### src/rtl/fpc_pkg.sv
// Shared constants and width helpers for the frame position counter.
package fpc_pkg;

    // Default frame geometry and multiframe counter width
    localparam int FPC_ROW_N   = 4;
    localparam int FPC_COL_N   = 1041;
    localparam int FPC_OH_COLS = 16;
    localparam int FPC_MF_W    = 8;

    // Bits needed to hold values 0..n-1, never less than one bit
    function automatic int fpc_w(input int n);
        return (n <= 2) ? 1 : $clog2(n);
    endfunction

    // Terminal count of a free-running counter of width w
    function automatic int fpc_mf_max(input int w);
        return (1 << w) - 1;
    endfunction

endpackage

### src/rtl/wrap_cnt.sv
// Wrapping up-counter: counts 0..MAX on en, clears on clr, flags the last value.
// Any value above MAX (not reachable in normal operation) returns to 0 on the next en.
module wrap_cnt
    import fpc_pkg::*;
#(
    parameter int MAX = 1,
    parameter int W   = fpc_w(MAX + 1)
) (
    input  logic         clk,
    input  logic         rst_n,
    input  logic         en,
    input  logic         clr,
    output logic [W-1:0] cnt,
    output logic         at_max
);

    localparam logic [W-1:0] TOP = W'(MAX);

    // Count register: clear beats enable, wrap to 0 at or above the terminal value
    always_ff @(posedge clk or negedge rst_n) begin
        if (!rst_n) begin
            cnt <= '0;
        end else if (clr) begin
            cnt <= '0;
        end else if (en) begin
            if (cnt >= TOP) begin
                cnt <= '0;
            end else begin
                cnt <= cnt + 1'b1;
            end
        end
    end

    assign at_max = (cnt == TOP);

endmodule

### src/rtl/fpc_mf.sv
// Frame position counter: tracks column, row and multiframe index of a
// row/column framed stream. Overhead columns at the start of each row and the
// last column of each row advance on their own; payload columns wait for i_valid.
module fpc_mf
    import fpc_pkg::*;
#(
    parameter int ROW_N   = FPC_ROW_N,
    parameter int COL_N   = FPC_COL_N,
    parameter int OH_COLS = FPC_OH_COLS,
    parameter int MF_W    = FPC_MF_W,
    parameter int ROW_W   = fpc_w(ROW_N),
    parameter int COL_W   = fpc_w(COL_N)
) (
    input  logic             i_clk,
    input  logic             i_rst_n,
    input  logic             i_valid,
    input  logic             i_line_retrans_req,
    input  logic             i_resync,
    output logic [ROW_W-1:0] o_row_cnt,
    output logic [COL_W-1:0] o_col_cnt,
    output logic [MF_W-1:0]  o_mf_cnt,
    output logic             o_sof,
    output logic             o_eol,
    output logic             o_eof,
    output logic             o_in_oh,
    output logic             o_adv
);

    logic [COL_W-1:0] col;
    logic [ROW_W-1:0] row;
    logic [MF_W-1:0]  mf;

    logic col_last;
    logic row_last;
    logic mf_last;
    logic in_oh;
    logic adv;
    logic row_en;
    logic mf_en;

    // Overhead decode; with no overhead columns the compare is dropped entirely
    generate
        if (OH_COLS > 0) begin : g_oh
            assign in_oh = (col < COL_W'(OH_COLS));
        end else begin : g_no_oh
            assign in_oh = 1'b0;
        end
    endgenerate

    // Advance decision: resync and hold both block it; otherwise overhead and
    // last column self-advance, payload columns need a valid beat
    always_comb begin
        adv = 1'b0;
        if (!i_resync && !i_line_retrans_req) begin
            adv = i_valid || in_oh || col_last;
        end
    end

    // Carry chain: row steps on column wrap, multiframe steps on row wrap
    always_comb begin
        row_en = adv && col_last;
        mf_en  = row_en && row_last;
    end

    wrap_cnt #(
        .MAX (COL_N - 1),
        .W   (COL_W)
    ) u_col (
        .clk    (i_clk),
        .rst_n  (i_rst_n),
        .en     (adv),
        .clr    (i_resync),
        .cnt    (col),
        .at_max (col_last)
    );

    wrap_cnt #(
        .MAX (ROW_N - 1),
        .W   (ROW_W)
    ) u_row (
        .clk    (i_clk),
        .rst_n  (i_rst_n),
        .en     (row_en),
        .clr    (i_resync),
        .cnt    (row),
        .at_max (row_last)
    );

    wrap_cnt #(
        .MAX (fpc_mf_max(MF_W)),
        .W   (MF_W)
    ) u_mf (
        .clk    (i_clk),
        .rst_n  (i_rst_n),
        .en     (mf_en),
        .clr    (i_resync),
        .cnt    (mf),
        .at_max (mf_last)
    );

    // Position flags decoded from the registered counters
    always_comb begin
        o_sof   = (row == '0) && (col == '0);
        o_eol   = col_last;
        o_eof   = col_last && row_last;
        o_in_oh = in_oh;
        o_adv   = adv;
    end

    assign o_row_cnt = row;
    assign o_col_cnt = col;
    assign o_mf_cnt  = mf;

    // The multiframe wrap flag is not needed by anything downstream
    logic unused_mf_last;
    assign unused_mf_last = mf_last;

endmodule

### config.mk
export PLATFORM = sky130hd
export DESIGN_NAME = fpc_mf
export DESIGN_NICKNAME = d
export VERILOG_FILES = /design/src/rtl/fpc_pkg.sv /design/src/rtl/wrap_cnt.sv /design/src/rtl/fpc_mf.sv
export SDC_FILE = /design/constraint.sdc
export NUM_CORES = 1
export LEC_CHECK = 0
export CAP_MARGIN = 20
export CORE_MARGIN = 4
export CORE_UTILIZATION = 50
export DETAILED_ROUTE_END_ITERATION = 6
export PLACE_DENSITY = 0.85
export SLEW_MARGIN = 20
export SYNTH_ARGS = -nofsm -noshare
export SYNTH_HDL_FRONTEND = slang
export SYNTH_SLANG_ARGS = --single-unit
### constraint.sdc
create_clock -name i_clk -period 2.9 [get_ports i_clk]
set_input_delay 0.29 -clock i_clk [delete_from_list [all_inputs] [get_ports i_clk]]
set_output_delay 0.29 -clock i_clk [all_outputs]
set_load 0.02 [all_outputs]
* Word-level counts from Yosys, hierarchy flattened
Index checks and enable logic that the tools add are counted.
** Word-level totals
- Register bits :: 21
- Input port bits :: 5
- Output and inout bits :: 26
- Word-level logic and storage cells :: 36
** Operators by class
- $add $sub $neg :: 3
- Magnitude comparators :: 4
- Equal/unequal tests :: 2
- Muxes and demuxes :: 10
- Reduce and logical (&&, ||, !) cells :: 14
** Operators by type and width (number)
- $mux W11 :: 3
- $mux W8 :: 3
- $add A11 B1 Y11 const B :: 1
- $eq A11 B11 Y1 const B :: 1
- $ge A11 B11 Y1 const B :: 1
- $logic_not A11 Y1 :: 1
- $lt A11 B5 Y1 const B :: 1
- $add A8 B1 Y8 const B :: 1
- $ge A8 B8 Y1 const B :: 1
- $mux W2 :: 3
- $reduce_bool A2 Y1 :: 3
- $logic_and A1 B1 Y1 :: 5
- $add A2 B1 Y2 const B :: 1
- $eq A2 B2 Y1 const B :: 1
- $ge A2 B2 Y1 const B :: 1
- $logic_not A1 Y1 :: 2
- $logic_not A2 Y1 :: 1
- $logic_or A1 B1 Y1 :: 2
- $mux W1 :: 1

* Logic depth before layout (Yosys ltp)
Gate-level depths: netlist (run 1).
- Depth in word-level cells :: 8
- Gate-level depth with buffers :: 8
- Mapped depth without buffers :: 6

* Hierarchy
A second synthesis (run 1) with hierarchy kept.
** Unflattened totals
- Cell total of the unflattened synthesis :: 128
- Area total of the unflattened synthesis :: 1229.9 um^2
** Modules (own cells, without submodules)
- wrap_cnt (u_col) :: instances 1, cells each 66, area each 623.1 um^2
- wrap_cnt (u_mf) :: instances 1, cells each 43, area each 417.9 um^2
- wrap_cnt (u_row) :: instances 1, cells each 8, area each 100.1 um^2
- fpc_mf :: instances 1, cells each 11, area each 88.8 um^2

* Worst setup path before layout (run 1)
Ideal clock, no wire load.
- Path type :: reg2out
- Start :: register u_col.cnt[7]
- End :: output port o_eof
- Data arrival time :: 1.587 ns
- Data required time :: 2.610 ns
- Slack :: 1.023 ns
- Stages on the path, launching flop included :: 6
- Buffers on the path :: 1
- Cells stage by stage :: dfrtp_1 -> nor3_4 -> and2_1 -> buf_6 -> and4_2 -> and2_1
** Between the ends
- Longest elaborated chain between the ends :: 2
** RTL lines
- start: declaration :: line wrap_cnt.sv:13 : output logic [W-1:0] cnt,
- start signal: assignment :: line wrap_cnt.sv:29 : cnt <= cnt + 1'b1;
- $eq A11 B11 Y1 :: line wrap_cnt.sv:34 : assign at_max = (cnt == TOP);
- net o_eol :: line fpc_mf.sv:23 : output logic o_eol,
- $logic_and A1 B1 Y1 :: line fpc_mf.sv:105 : o_eof = col_last && row_last;
- end: declaration :: line fpc_mf.sv:24 : output logic o_eof,
The timed path passes the listed nets, and every way through them passes these cells.

* Worst setup path after layout (run 1)
- Start :: register u_col.cnt[7]
- End :: output port o_eof
** Between the ends
- Longest elaborated chain between the ends :: 2
** RTL lines (line)
- $eq A11 B11 Y1 :: wrap_cnt.sv:34
- $logic_and A1 B1 Y1 :: fpc_mf.sv:105
No other way between the ends.

==> flow_metrics.env, run 1 <==
export IMPL_final_cell_mix="30 x clkdlybuf4s50_1, 21 x dfrtp_1, 16 x nor2_1, 13 x inv_1, 13 x o21ai_0"
export IMPL_n_antenna_cell=0
export IMPL_period_share=0.940
export IMPL_rsz0062_at_grt="no"
export IMPL_wl_mm=3.31
export IMPL_start_util=0.541
export IMPL_cts_tree="built"
export IMPL_regToRegStartpoint="u_col.cnt[7]"
export IMPL_drive_gt1_frac=0.0847
export IMPL_ioPinCount=31
export IMPL_cp_arrival_ps=2440
export IMPL_required_ps=2610
export IMPL_layout_nets=200
export IMPL_avgViaCountPerCell=6.01
export IMPL_grtUsageTotal=0.196
export IMPL_worstReg2RegEnd="u_mf.cnt[0]"
export IMPL_insertion_delay_ps=300
export IMPL_via_count=1317
export IMPL_numCtsBuffers=3
export IMPL_area_delta_synth_final_pct=24.1
export IMPL_setup_violations=0
export IMPL_htree_levels=1
export IMPL_ys_types=40
export IMPL_io_buffers=30
export IMPL_place_worst_setup_slack_ps=518
export IMPL_fin_skew_ps=1.29
export IMPL_p_leak_nw=0.691
export IMPL_clk_path_buf_depth=2
export IMPL_crit_fanout=7
export IMPL_drt_pass1_iter_count=4
export IMPL_grt_overflow=0
export IMPL_netlist_top_cells_area="dfrtp_1 38%, o21ai_0 4.7%, ha_1 4.5%"
export IMPL_r2r_setup_slack_ps=990
export IMPL_crit_type="flop to output pin"
export IMPL_drt_iter0_drc=68
export IMPL_avgSynthCellArea_um2=8.79
export IMPL_ys_warn_count=0
export IMPL_min_period_ps=2730
export IMPL_fp_dieH_um=60.7
export IMPL_coreArea_um2=2570
export IMPL_routedWlPerCell_um=15.1
export IMPL_power_density_nw_per_um2=291
export IMPL_drv_cap=0
export IMPL_root_buffer="clkbuf_4"
export IMPL_cts_sinks=21
export IMPL_grt_max_degree=22
export IMPL_grt_pass1_vias=1314
export IMPL_dp_hpwl_mm=2.50
export IMPL_cts_hold_buf=0
export IMPL_setup_slack_ps=174
export IMPL_synth_top_area_cell="dfrtp_1"
export IMPL_die_area_um2=3690
export IMPL_status="completed"
export IMPL_slew_viol_final=0
export IMPL_clk_pin_slew_ps=110
export IMPL_synth_yosys_seq_area_share=0.378
export IMPL_cp_end_kind="output pin"
export IMPL_max_freq_mhz=367
export IMPL_startpoint_type="flop"
export IMPL_placementRows=18
export IMPL_post_cts_setup_buffers=0
export IMPL_hold_class="input port to asynchronous set/reset pin"
export IMPL_ctsResizeCount=0
export IMPL_die_x_um=60.7
export IMPL_antenna_found_initial=0
export IMPL_ys_ff_latch=21
export IMPL_layout_commonest_cell="clkdlybuf4s50_1"
export IMPL_tns_ps=0
export IMPL_max_slew_margin=0.360
export IMPL_syn_area_um2=1390
export IMPL_drtAntennaViolNets=0
export IMPL_synth_top_area_frac=0.378
export IMPL_syn_inst=158
export IMPL_max_slew_worst_pin_slew_ps=957
export IMPL_r2r_cells=5
export IMPL_synth_fp_nets=168
export IMPL_place_gp_congestion=0.894
export IMPL_drcViolationCount=0
export IMPL_final_hold_violation_count=0
export IMPL_grt_pass1_wl_mm=5.54
export IMPL_peakVddDrop_uv=317
-- registers in the layout (all words and copies together) (netlist names) --
signal,count
u_row.cnt,2
u_mf.cnt,8
u_col.cnt,11
-- report_power, final --
part	switching, W	internal, W
Combinational	0.0000359	0.0000247
Clock	0.0000884	0.0000536
Sequential	0.00000432	0.000295
Total	0.000129	0.000373
-- metrics by stage --
stage	hold WS (ps)	total power (W)	cell area, µm²	std cells	util
global placement	515	0.000364	1700	215	0.661
finish	508	0.000502	1720	219	0.671
global route	565	0.000525	1720	219	0.671
floorplan	-5.59	0.000334	1390	158	-
CTS	533	0.000508	1720	219	0.671
detailed placement	534	0.000366	1700	215	0.661
-- Yosys cell counts --
library cell and number:
a211o_1 1, a211oi_1 1, a21o_1 1, a21oi_1 10, a22o_1 1, a22oi_1 1, a311oi_1 1, a31o_2 1
a31oi_1 1, and2_1 3, and3_1 6, and3_2 2, and4_1 1, and4_2 1, and4_4 1, buf_2 2
buf_6 3, dfrtp_1 21, dlygate4sd1_1 1, ha_1 5, inv_1 13, mux2_2 1, mux2i_1 2, nand2_1 8
nand2b_1 1, nand3_1 11, nand4_1 5, nand4_4 2, nor2_1 16, nor3_1 4, nor3_4 1, nor4b_1 1
o211ai_1 2, o21ai_0 13, o21bai_1 1, o31ai_1 3, or2_2 1, or3_1 5, or3b_1 1, xor2_1 3
-- kinds of logic after synthesis --
kind of cell,after synthesis,synth area share
simple gates,70,0.301
compound gates,37,0.161
fa+ha+maj,5,0.0450
xor+xnor,3,0.0189
mux,3,0.0225
buf+inv,19,0.0730
flops,21,0.378
-- layout make-up --
type	count	area (µm²)
clock buffer	4	26.3
fill	221	845
inverter	13	48.8
multi-input combinational	118	762
sequential	21	526
tap	30	37.5
timing repair buffer	33	323
-- worst max path at each step --
stage                 end    startpoint  slack (ps)  depth (start not counted)
finish              o_eof  u_col.cnt[7]         170                          5
global route        o_eof  u_col.cnt[7]          30                          5
CTS                 o_eof  u_col.cnt[7]         150                          5
detailed placement  o_eof  u_col.cnt[7]         520                          5
global placement    o_eof  u_col.cnt[7]         550                          5
floorplan           o_eof  u_col.cnt[7]        1020                          5
-- metal layers --
layer	up-vias	track usage	part of all wire	wire, µm
met5	-	0	0	0
met4	0	0.0650	0.014	46
met3	6	0.0553	0.067	223
met2	43	0.339	0.50	1640
met1	635	0.232	0.42	1400
li1	633	-	-	-
-- critical path, cell delays in order (launching register included) --
cell,delay (ps)
dfrtp_1,470
nor3_4,290
and2_1,370
and4_2,290
and2_1,120
clkdlybuf4s50_1,590
No activity file was read; power rests on OpenSTA's default activity.
==> run 2, diff against run 1 <==
clock period = 2.8 ns   (was 2.9 ns; I/O delays follow)
==> run 2 against run 1 <==
Die area unchanged. Worst hold slack got worse by 30 ps. Global-route usage increased by 0.32 points. Count of clock-buffer cells in the layout decreased by 1. First-iteration DRC count increased by 37%. Clock skew increased by 7.8 ps. Via count decreased by 2.0%. Register-to-register slack got worse by 40 ps. Sequential cell count unchanged. Combinational power increased by 4.3%. Critical path type unchanged. Sequential power increased by 4%.
==> flow_metrics.env, run 2 (synthesis gave the netlist of run 1 again) <==
export IMPL_die_area_um2=3690
export IMPL_insertion_delay_ps=310
export IMPL_critical_path_max_stage_delay_ps=600
export IMPL_coreArea_um2=2570
export IMPL_instances_no_fill=219
export IMPL_post_cts_setup_buffers=0
export IMPL_grtUsageTotal=0.199
export IMPL_drcViolationCount=0
export IMPL_max_slew_worst_pin_slew_ps=967
export IMPL_grt_overflow=0
export IMPL_place_gp_congestion=0.894
export IMPL_min_period_ps=2630
export IMPL_fp_dieH_um=60.7
export IMPL_cts_sinks=21
export IMPL_path_cells="nor3_4 -> and2_2 -> and4_2 -> and2_1 -> clkdlybuf4s50_1"
export IMPL_setup_violations=0
export IMPL_final_cell_mix="30 x clkdlybuf4s50_1, 21 x dfrtp_1, 16 x nor2_1, 13 x inv_1, 13 x o21ai_0"
export IMPL_cts_tree="built"
export IMPL_htree_levels=1
export IMPL_crit_fanout=7
export IMPL_grt_pass1_wl_mm=5.60
export IMPL_area_delta_synth_final_pct=24.4
export IMPL_place_inst=215
export IMPL_ctsResizeCount=0
export IMPL_r2r_cells=5
export IMPL_dr_max_layer_used="met4"
export IMPL_start_util=0.541
export IMPL_wl_mm=3.33
export IMPL_peakVddDrop_uv=285
export IMPL_dp_hpwl_mm=2.51
export IMPL_power_density_nw_per_um2=307
export IMPL_wl_met2_mm=1.69
export IMPL_cp_arrival_ps=2350
export IMPL_routed_wl_met3_um=252
export IMPL_numCtsBuffers=3
export IMPL_wl_met1_mm=1.36
export IMPL_setup_slack_ps=167
export IMPL_max_freq_mhz=380
export IMPL_drt_iter0_drc=93
export IMPL_clk_path_buf_depth=2
export IMPL_reg_top3="u_col.cnt: 11 flops, u_mf.cnt: 8 flops, u_row.cnt: 2 flops"
export IMPL_routedWlPerCell_um=15.2
export IMPL_slew_viol_final=0
export IMPL_cts_hold_buf=0
export IMPL_drive_gt1_frac=0.0952
export IMPL_tns_ps=0
export IMPL_avgViaCountPerCell=5.89
export IMPL_utilization=0.673
export IMPL_rsz0062_at_grt="no"
export IMPL_period_share=0.940
export IMPL_startpoint_type="flop"
export IMPL_final_hold_violation_count=0
export IMPL_grt_pass1_vias=1296
export IMPL_required_ps=2520
export IMPL_largest_reg_flops=11
export IMPL_drt_pass1_iter_count=5
export IMPL_top_register="u_col.cnt"
export IMPL_status="completed"
export IMPL_antenna_found_initial=0
export IMPL_drtAntennaViolNets=0
export IMPL_grt_max_degree=22
export IMPL_drv_cap=0
export IMPL_layout_nets=200
export IMPL_placementRows=18
export IMPL_cp_end_kind="output pin"
export IMPL_root_buffer="clkbuf_4"
export IMPL_ioPinCount=31
export IMPL_fin_skew_ps=9.07
export IMPL_p_leak_nw=0.690
export IMPL_io_buffers=30
export IMPL_via_count=1291
export IMPL_layout_commonest_cell="clkdlybuf4s50_1"
export IMPL_place_worst_setup_slack_ps=399
export IMPL_die_x_um=60.7
export IMPL_clk_pin_slew_ps=130
export IMPL_hold_class="input port to asynchronous set/reset pin"
export IMPL_crit_type="flop to output pin"
export IMPL_n_antenna_cell=0
export IMPL_slowest_stage="clkdlybuf4s50_1"
export IMPL_max_slew_margin=0.353
## run 2: area by class of cell
type / count / area [µm²]
clock buffer: 3 / 22.5
tap: 30 / 37.5
timing repair buffer: 33 / 323
clock inverter: 1 / 7.51
sequential: 21 / 526
inverter: 13 / 48.8
fill: 213 / 840
multi-input combinational: 118 / 763
## run 2: power breakdown
group	switching, W	leakage, nW	internal (W)
logic	0.0000375	0.384	0.0000256
registers	0.00000468	0.292	0.000306
clock network	0.000103	0.0139	0.0000545
## run 2: final timing paths
check	from	end	slack [ps]
hold reg to reg	u_row.cnt[0]	u_row.cnt[0]	560
max in group asynchronous	i_rst_n	u_col.cnt[0]	1720
setup reg to reg	u_col.cnt[3]	u_mf.cnt[3]	950
min in group i_clk	u_row.cnt[0]	u_row.cnt[0]	560
hold / removal	i_rst_n	u_mf.cnt[1]	480
setup / recovery	u_col.cnt[7]	o_eof	170
## run 2: worst max-delay path: cells and delay by family (launching register included)
kind | cells | cell delay [ps]
DFF | 1 | 480
buffers and inverters | 1 | 600
and+or+nand+nor | 4 | 950
## run 2: metal layers
| layer | GRT usage | vias to the layer above |
|---|---|---|
| met5 | 0 | - |
| met4 | 0.0712 | 0 |
| met3 | 0.0447 | 8 |
| met2 | 0.345 | 52 |
| met1 | 0.240 | 597 |
| li1 | - | 634 |
## run 2: per-stage QoR
step / hold slack, ps / cell area [µm²] / total power, W
after detailed placement: 539 / 1700 / 0.000379
after CTS: 505 / 1730 / 0.000535
after global routing: 548 / 1730 / 0.000555
after global placement: 517 / 1700 / 0.000377
final: 477 / 1730 / 0.000531
after floorplan: -15.6 / 1390 / 0.000346
==> run 3, diff against run 2 <==
HOLD_SLACK_MARGIN = 0.1   (was unset)
==> results of run 3 <==
Final layout, timing and power as in run 2 (identical DEF).
